File: src/rtl/uart_pkg.sv
// ---------------------------------------------------------------------------
// uart_pkg
// Values shared by the UART command framer, the command decoder and the
// host-side tooling: the frame header, the idle command word, the framer
// state encoding, the command code groups, and the byte-level helpers.
// No ports (package).
// ---------------------------------------------------------------------------
package uart_pkg;

   localparam logic [7:0]  HEADER_DEFAULT    = 8'hA5;
   localparam logic [19:0] IDLE_WORD_DEFAULT = 20'h00000;

   // Command code groups seen by the decoder: 20'hFFFxx are discrete
   // commands, 8'hFD in cmd[19:12] prefixes a frequency setting.
   localparam logic [11:0] CMD_GROUP_PREFIX = 12'hFFF;
   localparam logic [7:0]  CMD_FREQ_PREFIX  = 8'hFD;

   typedef enum logic [2:0] {
      ST_IDLE    = 3'd0,
      ST_GOT_HDR = 3'd1,
      ST_GOT_B1  = 3'd2,
      ST_GOT_B2  = 3'd3,
      ST_GOT_B3  = 3'd4
   } frame_state_t;

   // Frame check byte: plain 8-bit XOR of the three payload bytes.
   function automatic logic [7:0] frame_checksum(input logic [7:0] b1,
                                                 input logic [7:0] b2,
                                                 input logic [7:0] b3);
      return b1 ^ b2 ^ b3;
   endfunction

   // Error counter step that sticks at 8'hFF instead of wrapping.
   function automatic logic [7:0] sat_inc8(input logic [7:0] value);
      return (value == 8'hFF) ? 8'hFF : value + 8'd1;
   endfunction

endpackage

File: src/rtl/uart_byte_timeout.sv
// ---------------------------------------------------------------------------
// uart_byte_timeout
// Inter-byte watchdog for the framer. Counts clock cycles while a frame is
// open and flags expiry when the count reaches TIMEOUT_CYCLES-1 with no byte
// arriving that cycle; an arriving byte always wins over expiry.
// Ports:
//   clk     in  system clock
//   rst     in  asynchronous reset, active-high
//   enable  in  frame open (counter runs); low holds the counter at 0
//   clear   in  byte accepted this cycle (restarts the count)
//   expired out combinational expiry flag, sampled by the framer FSM
// ---------------------------------------------------------------------------
module uart_byte_timeout #(
   parameter int TIMEOUT_CYCLES = 50000
) (
   input  logic clk,
   input  logic rst,
   input  logic enable,
   input  logic clear,
   output logic expired
);

   localparam int CW = (TIMEOUT_CYCLES > 1) ? $clog2(TIMEOUT_CYCLES) : 1;
   localparam logic [CW-1:0] LAST = CW'(TIMEOUT_CYCLES - 1);

   logic [CW-1:0] count_r;

   // Expiry requires an open frame and no byte this cycle.
   always_comb begin
      expired = 1'b0;
      if (enable && !clear && (count_r == LAST)) begin
         expired = 1'b1;
      end else begin
         expired = 1'b0;
      end
   end

   // Gap counter: zero while idle or on a byte, otherwise counts up to LAST.
   always_ff @(posedge clk or posedge rst) begin
      if (rst) begin
         count_r <= '0;
      end else if (!enable || clear || (count_r == LAST)) begin
         count_r <= '0;
      end else begin
         count_r <= count_r + CW'(1);
      end
   end

endmodule

File: src/rtl/uart_cmd_framer.sv
// ---------------------------------------------------------------------------
// uart_cmd_framer
// Assembles HEADER,B1,B2,B3,CK byte frames from the UART receiver into a
// 20-bit command word {B1[3:0],B2,B3}. A good frame is presented for one
// cycle; bad checksums, a nonzero B1 upper nibble and inter-byte timeouts
// give a one-cycle frame_err and bump a saturating error counter.
// Ports:
//   clk        in  system clock
//   rst        in  asynchronous reset, active-high
//   rx_data    in  [7:0]  received byte
//   rx_valid   in  one-cycle strobe qualifying rx_data
//   cmd_data   out [19:0] command word; IDLE_WORD except in the cmd_valid cycle
//   cmd_valid  out one-cycle strobe with a valid cmd_data
//   frame_err  out one-cycle strobe per rejected frame
//   err_cnt    out [7:0]  saturating count of rejected frames
// ---------------------------------------------------------------------------
module uart_cmd_framer
   import uart_pkg::*;
#(
   parameter int          TIMEOUT_CYCLES = 50000,
   parameter logic [7:0]  HEADER         = HEADER_DEFAULT,
   parameter logic [19:0] IDLE_WORD      = IDLE_WORD_DEFAULT
) (
   input  logic        clk,
   input  logic        rst,
   input  logic [7:0]  rx_data,
   input  logic        rx_valid,
   output logic [19:0] cmd_data,
   output logic        cmd_valid,
   output logic        frame_err,
   output logic [7:0]  err_cnt
);

   frame_state_t state_r;
   logic [7:0]   b1_r;
   logic [7:0]   b2_r;
   logic [7:0]   b3_r;
   logic         tmo_expired_s;

   uart_byte_timeout #(
      .TIMEOUT_CYCLES(TIMEOUT_CYCLES)
   ) u_timeout (
      .clk    (clk),
      .rst    (rst),
      .enable (state_r != ST_IDLE),
      .clear  (rx_valid),
      .expired(tmo_expired_s)
   );

   // Frame FSM with registered outputs. Every terminal path returns to IDLE
   // on the same edge that registers its outcome, so a HEADER arriving in the
   // very next cycle is picked up normally.
   always_ff @(posedge clk or posedge rst) begin
      if (rst) begin
         state_r   <= ST_IDLE;
         b1_r      <= 8'h00;
         b2_r      <= 8'h00;
         b3_r      <= 8'h00;
         cmd_data  <= IDLE_WORD;
         cmd_valid <= 1'b0;
         frame_err <= 1'b0;
         err_cnt   <= 8'h00;
      end else begin
         cmd_data  <= IDLE_WORD;
         cmd_valid <= 1'b0;
         frame_err <= 1'b0;
         if (tmo_expired_s) begin
            state_r   <= ST_IDLE;
            frame_err <= 1'b1;
            err_cnt   <= sat_inc8(err_cnt);
         end else begin
            case (state_r)
               ST_IDLE: begin
                  // Non-header bytes between frames are line noise: dropped.
                  if (rx_valid && (rx_data == HEADER)) begin
                     state_r <= ST_GOT_HDR;
                  end
               end
               ST_GOT_HDR: begin
                  if (rx_valid) begin
                     b1_r    <= rx_data;
                     state_r <= ST_GOT_B1;
                  end
               end
               ST_GOT_B1: begin
                  if (rx_valid) begin
                     b2_r    <= rx_data;
                     state_r <= ST_GOT_B2;
                  end
               end
               ST_GOT_B2: begin
                  if (rx_valid) begin
                     b3_r    <= rx_data;
                     state_r <= ST_GOT_B3;
                  end
               end
               ST_GOT_B3: begin
                  if (rx_valid) begin
                     state_r <= ST_IDLE;
                     // The B1 nibble check rides on the checksum byte so a
                     // misaligned frame is caught by one decision point.
                     if ((rx_data == frame_checksum(b1_r, b2_r, b3_r)) &&
                         (b1_r[7:4] == 4'h0)) begin
                        cmd_valid <= 1'b1;
                        cmd_data  <= {b1_r[3:0], b2_r, b3_r};
                     end else begin
                        frame_err <= 1'b1;
                        err_cnt   <= sat_inc8(err_cnt);
                     end
                  end
               end
               default: begin
                  state_r <= ST_IDLE;
               end
            endcase
         end
      end
   end

endmodule

File: config.mk
export PLATFORM = sky130hd
export DESIGN_NAME = uart_cmd_framer
export DESIGN_NICKNAME = d
export VERILOG_FILES = /design/src/rtl/uart_pkg.sv /design/src/rtl/uart_byte_timeout.sv /design/src/rtl/uart_cmd_framer.sv
export SDC_FILE = /design/constraint.sdc
export NUM_CORES = 1
export LEC_CHECK = 0
export CORE_UTILIZATION = 50
export DETAILED_ROUTE_END_ITERATION = 16
export PLACE_DENSITY = 0.86
export SLEW_MARGIN = 20
export SYNTH_ARGS = -nofsm -noshare
export SYNTH_HDL_FRONTEND = slang
export SYNTH_SLANG_ARGS = --single-unit
File: constraint.sdc
create_clock -name clk -period 2.2 [get_ports clk]
set_clock_uncertainty 0.2 [all_clocks]
set_input_delay 0.22 -clock clk [delete_from_list [all_inputs] [get_ports clk]]
set_output_delay 0.22 -clock clk [all_outputs]
set_load 0.01 [all_outputs]
==> out/metrics.cfg <==
[setup_path]
crit_type=flop to flop
crit_fanout=5
crit_cells=7
cp_num_buf_inv=0
cp_top_family=simple AND/OR/NAND/NOR gates
setup.worst_path.start=u_timeout.count_r[0]
crit_required_ns=2.25
cp_slowest_cell=or3_4
rr_worst_depth=7
cp.arrival_ns=2.24
slowest_delay_ns=0.45
r2r-start=u_timeout.count_r[0]
cp-start-kind=flop
end_kind=flop
crit_chain=ha_2 -> and3_4 -> nand4_1 -> or3_4 -> nand4_4 -> and2_4 -> mux2_4

[pwr]
p_comb_share_pct=28.6
p_per_area_mw_per_mm2=969
p_seq_share_pct=45.3
p_sw_share_pct=32.1
irDropWorstVdd_v=0.000868
power.switching_w=0.00130
p_int_w=0.00276
power.total_w=0.00406
p_leak_nw=1.87
pwr-share-clk_pct=26.1

[global_route]
grt_util_all_layers_pct=20.6
overflow=0
antenna_found_initial=0
grt_start_max_net_pins=30
grt_pass1_vias=2167
grt_pass1_wl_um=10200

[routing]
wl_per_cell_um=15.1
drtAntennaViolNets=0
dr.pass1.iters=4
wl_um=6400
viasPerCell=5.29
drc=0
first_iter_violations=109
vias=2244

[sta]
slew_viol_final=0
fin_crit_sh_pct=99.4
worstMarginPinSlew_ns=0.490
rsz0062_at_grt=true
post-route-min-period_ns=2.19
max_freq_mhz=457
hold_ws_ns=0.0318
slew_headroom_pct=67.2
hold_viol=0
setup_violations=0

[die]
rows=29
start_util_pct=51.5
core_area_sq_mm=0.00631
die_w_um=82.6
die_h_um=82.6
io_pins=41
dieArea_sq_mm=0.00683

[logic_synthesis]
syn_area_sq_mm=0.00325
seq_area_frac_synth_pct=56.2
muxShareOfSynthArea_pct=9.09
syn_inst=269
synth_compound_area_share_pct=3.12
avgSynthCellArea_sq_um=12.1
yosysTopAreaCell=dfrtp_1
synth-seq-cells=73
synth_cell_type_count=43
synth-xor-area-share_pct=9.70
yosysTopAreaCellShare_pct=56.2
yosys.area_share.simple_pct=18.9
yosys-top-cells-area=dfrtp_1, mux2_2, xnor2_1
synth_top_family_by_area=simple AND/OR/NAND/NOR gates
synthAdderAreaFrac_pct=0.770
yosysWarnings=0
syn-num-nets=282

[finish]
multiInputGateArea_sq_mm=0.00137
drive_gt1_share_pct=25.1
synthToLayoutAreaGrowth_pct=29.0
fin_nets=355
regArea_sq_mm=0.00183
nFillCells=466
final_core_util_pct=66.4
antennaDiodeCount=0

[outcome]
status=complete, no violations

[clock_tree]
clk_pin_slew_ns=0.08
cts_buffers=9
root_buffer=clkbuf_8
tritoncts=yes
insertion_delay_ns=0.36
htreeDepth=3
ctsHoldBuffers=0
clock_path_buffers=2
cts.sinks=73

[placement]
dp.final_hpwl_um=4440
place_congestion=0.782
portBuffers=40

[hold_path]
hp-class=input pin to async pin

[job]
maxCapViolations=0

## metal layers
layer	vias up	wire, um	global-route usage, %
met5	-	0	0
met4	0	113	7.41
met3	10	229	7.03
met2	47	3250	33.1
met1	1119	2800	25.8
li1	1068	-	-
## cell usage in the layout, fill, tap and decap left out, drive strengths merged, types with 3 or more instances in the layout
cell and n:
a21oi 3, and3 7, buf 31, nor2 26
clkinv 3, dfrtp 73, a31oi 8, nand4 4
and2 22, inv 6, nor3 3, xnor2 22
xor2 14, clkbuf 9, a41oi 3, nand2 9
nand3 13, mux2 25, nor4b 3, clkdlybuf4s50 40
## registers in the layout, indices dropped and copies added (netlist names)
| signal | flops |
|---|---|
| state_r | 3 |
| u_timeout.count_r | 16 |
| cmd_valid | 1 |
| b1_r | 8 |
| frame_err | 1 |
| err_cnt | 8 |
| b2_r | 8 |
| b3_r | 8 |
| cmd_data | 20 |
## power by group through the flow
stage               clock network [W]  registers (W)  logic (W)
finish                        0.00106        0.00184    0.00116
global route                  0.00114        0.00188    0.00127
CTS                           0.00108        0.00184    0.00115
detailed placement                  0        0.00186    0.00114
global placement                    0        0.00184    0.00110
floorplan                           0        0.00179   0.000881
## cell usage after synthesis (all sizes together)
master   n
mux2i    1
nand4b   2
nor4b    3
nand4    4
a41oi    3
xnor2   22
o21ai    2
xor2    14
nand3b   1
mux2    25
and2    22
nor2    26
a21oi    3
nand2b   1
inv      5
dfrtp   73
or4b     1
buf      2
nand2    9
nor2b    2
or4      1
nand3   13
clkbuf   7
nor4bb   2
or2      1
and3     7
nor3     3
nor4     1
and4b    1
a31oi    8
or3      2
ha       2
## worst reg2reg max path: stages (launching register included)
cell and delay, ns:
dfrtp_1 0.37, ha_2 0.18, and3_4 0.20, nand4_1 0.13
or3_4 0.45, nand4_4 0.08, and2_4 0.18, mux2_4 0.29
## per-stage QoR
stage / setup WS, ns / TNS [ns] / instances / cell area [sq um]
floorplan: -0.0701 / -0.0701 / 269 / 3260
global placement: -0.122 / -0.607 / 404 / 3950
detailed placement: -0.163 / -1.65 / 404 / 3950
CTS: 0.0205 / 0 / 420 / 4160
global route: -0.0536 / -0.0744 / 424 / 4190
finish: 0.0125 / 0 / 424 / 4190
## worst paths after layout
| check | slack, ns | endpoint |
|---|---|---|
| max reg2reg | 0.01 | err_cnt[0] |
| max in group asynchronous | 1.27 | cmd_data[12] |
| min reg2reg | 0.33 | cmd_data[10] |
| min in group clk | 0.33 | cmd_data[10] |
| min | 0.03 | err_cnt[3] |
| max | 0.01 | err_cnt[0] |
## cells by family after synthesis
kind of cell / after synthesis
adders and majority gates: 2
and+or+nand+nor: 102
xor gates and xnor gates: 36
AOI/OAI and AO/OA: 16
DFF: 73
muxes: 26
buffers and inverters: 14
## layout make-up
| class | instances | share of cell area, % |
|---|---|---|
| Timing Repair Buffer | 71 | 16.0 |
| Clock inverter | 7 | 1.85 |
| Tap cell | 77 | 2.30 |
| Inverter | 5 | 0.537 |
| Multi-Input combinational cell | 182 | 32.8 |
| Sequential cell | 73 | 43.6 |
| Clock buffer | 9 | 2.96 |
## repair_timing
action,in CTS,in global routing
pin swaps,1,3
cloned,0,0
buffers inserted,0,4
endpoints found under the setup margin,1,9
resized for setup,1,2
(Power assumes the default switching activity.)
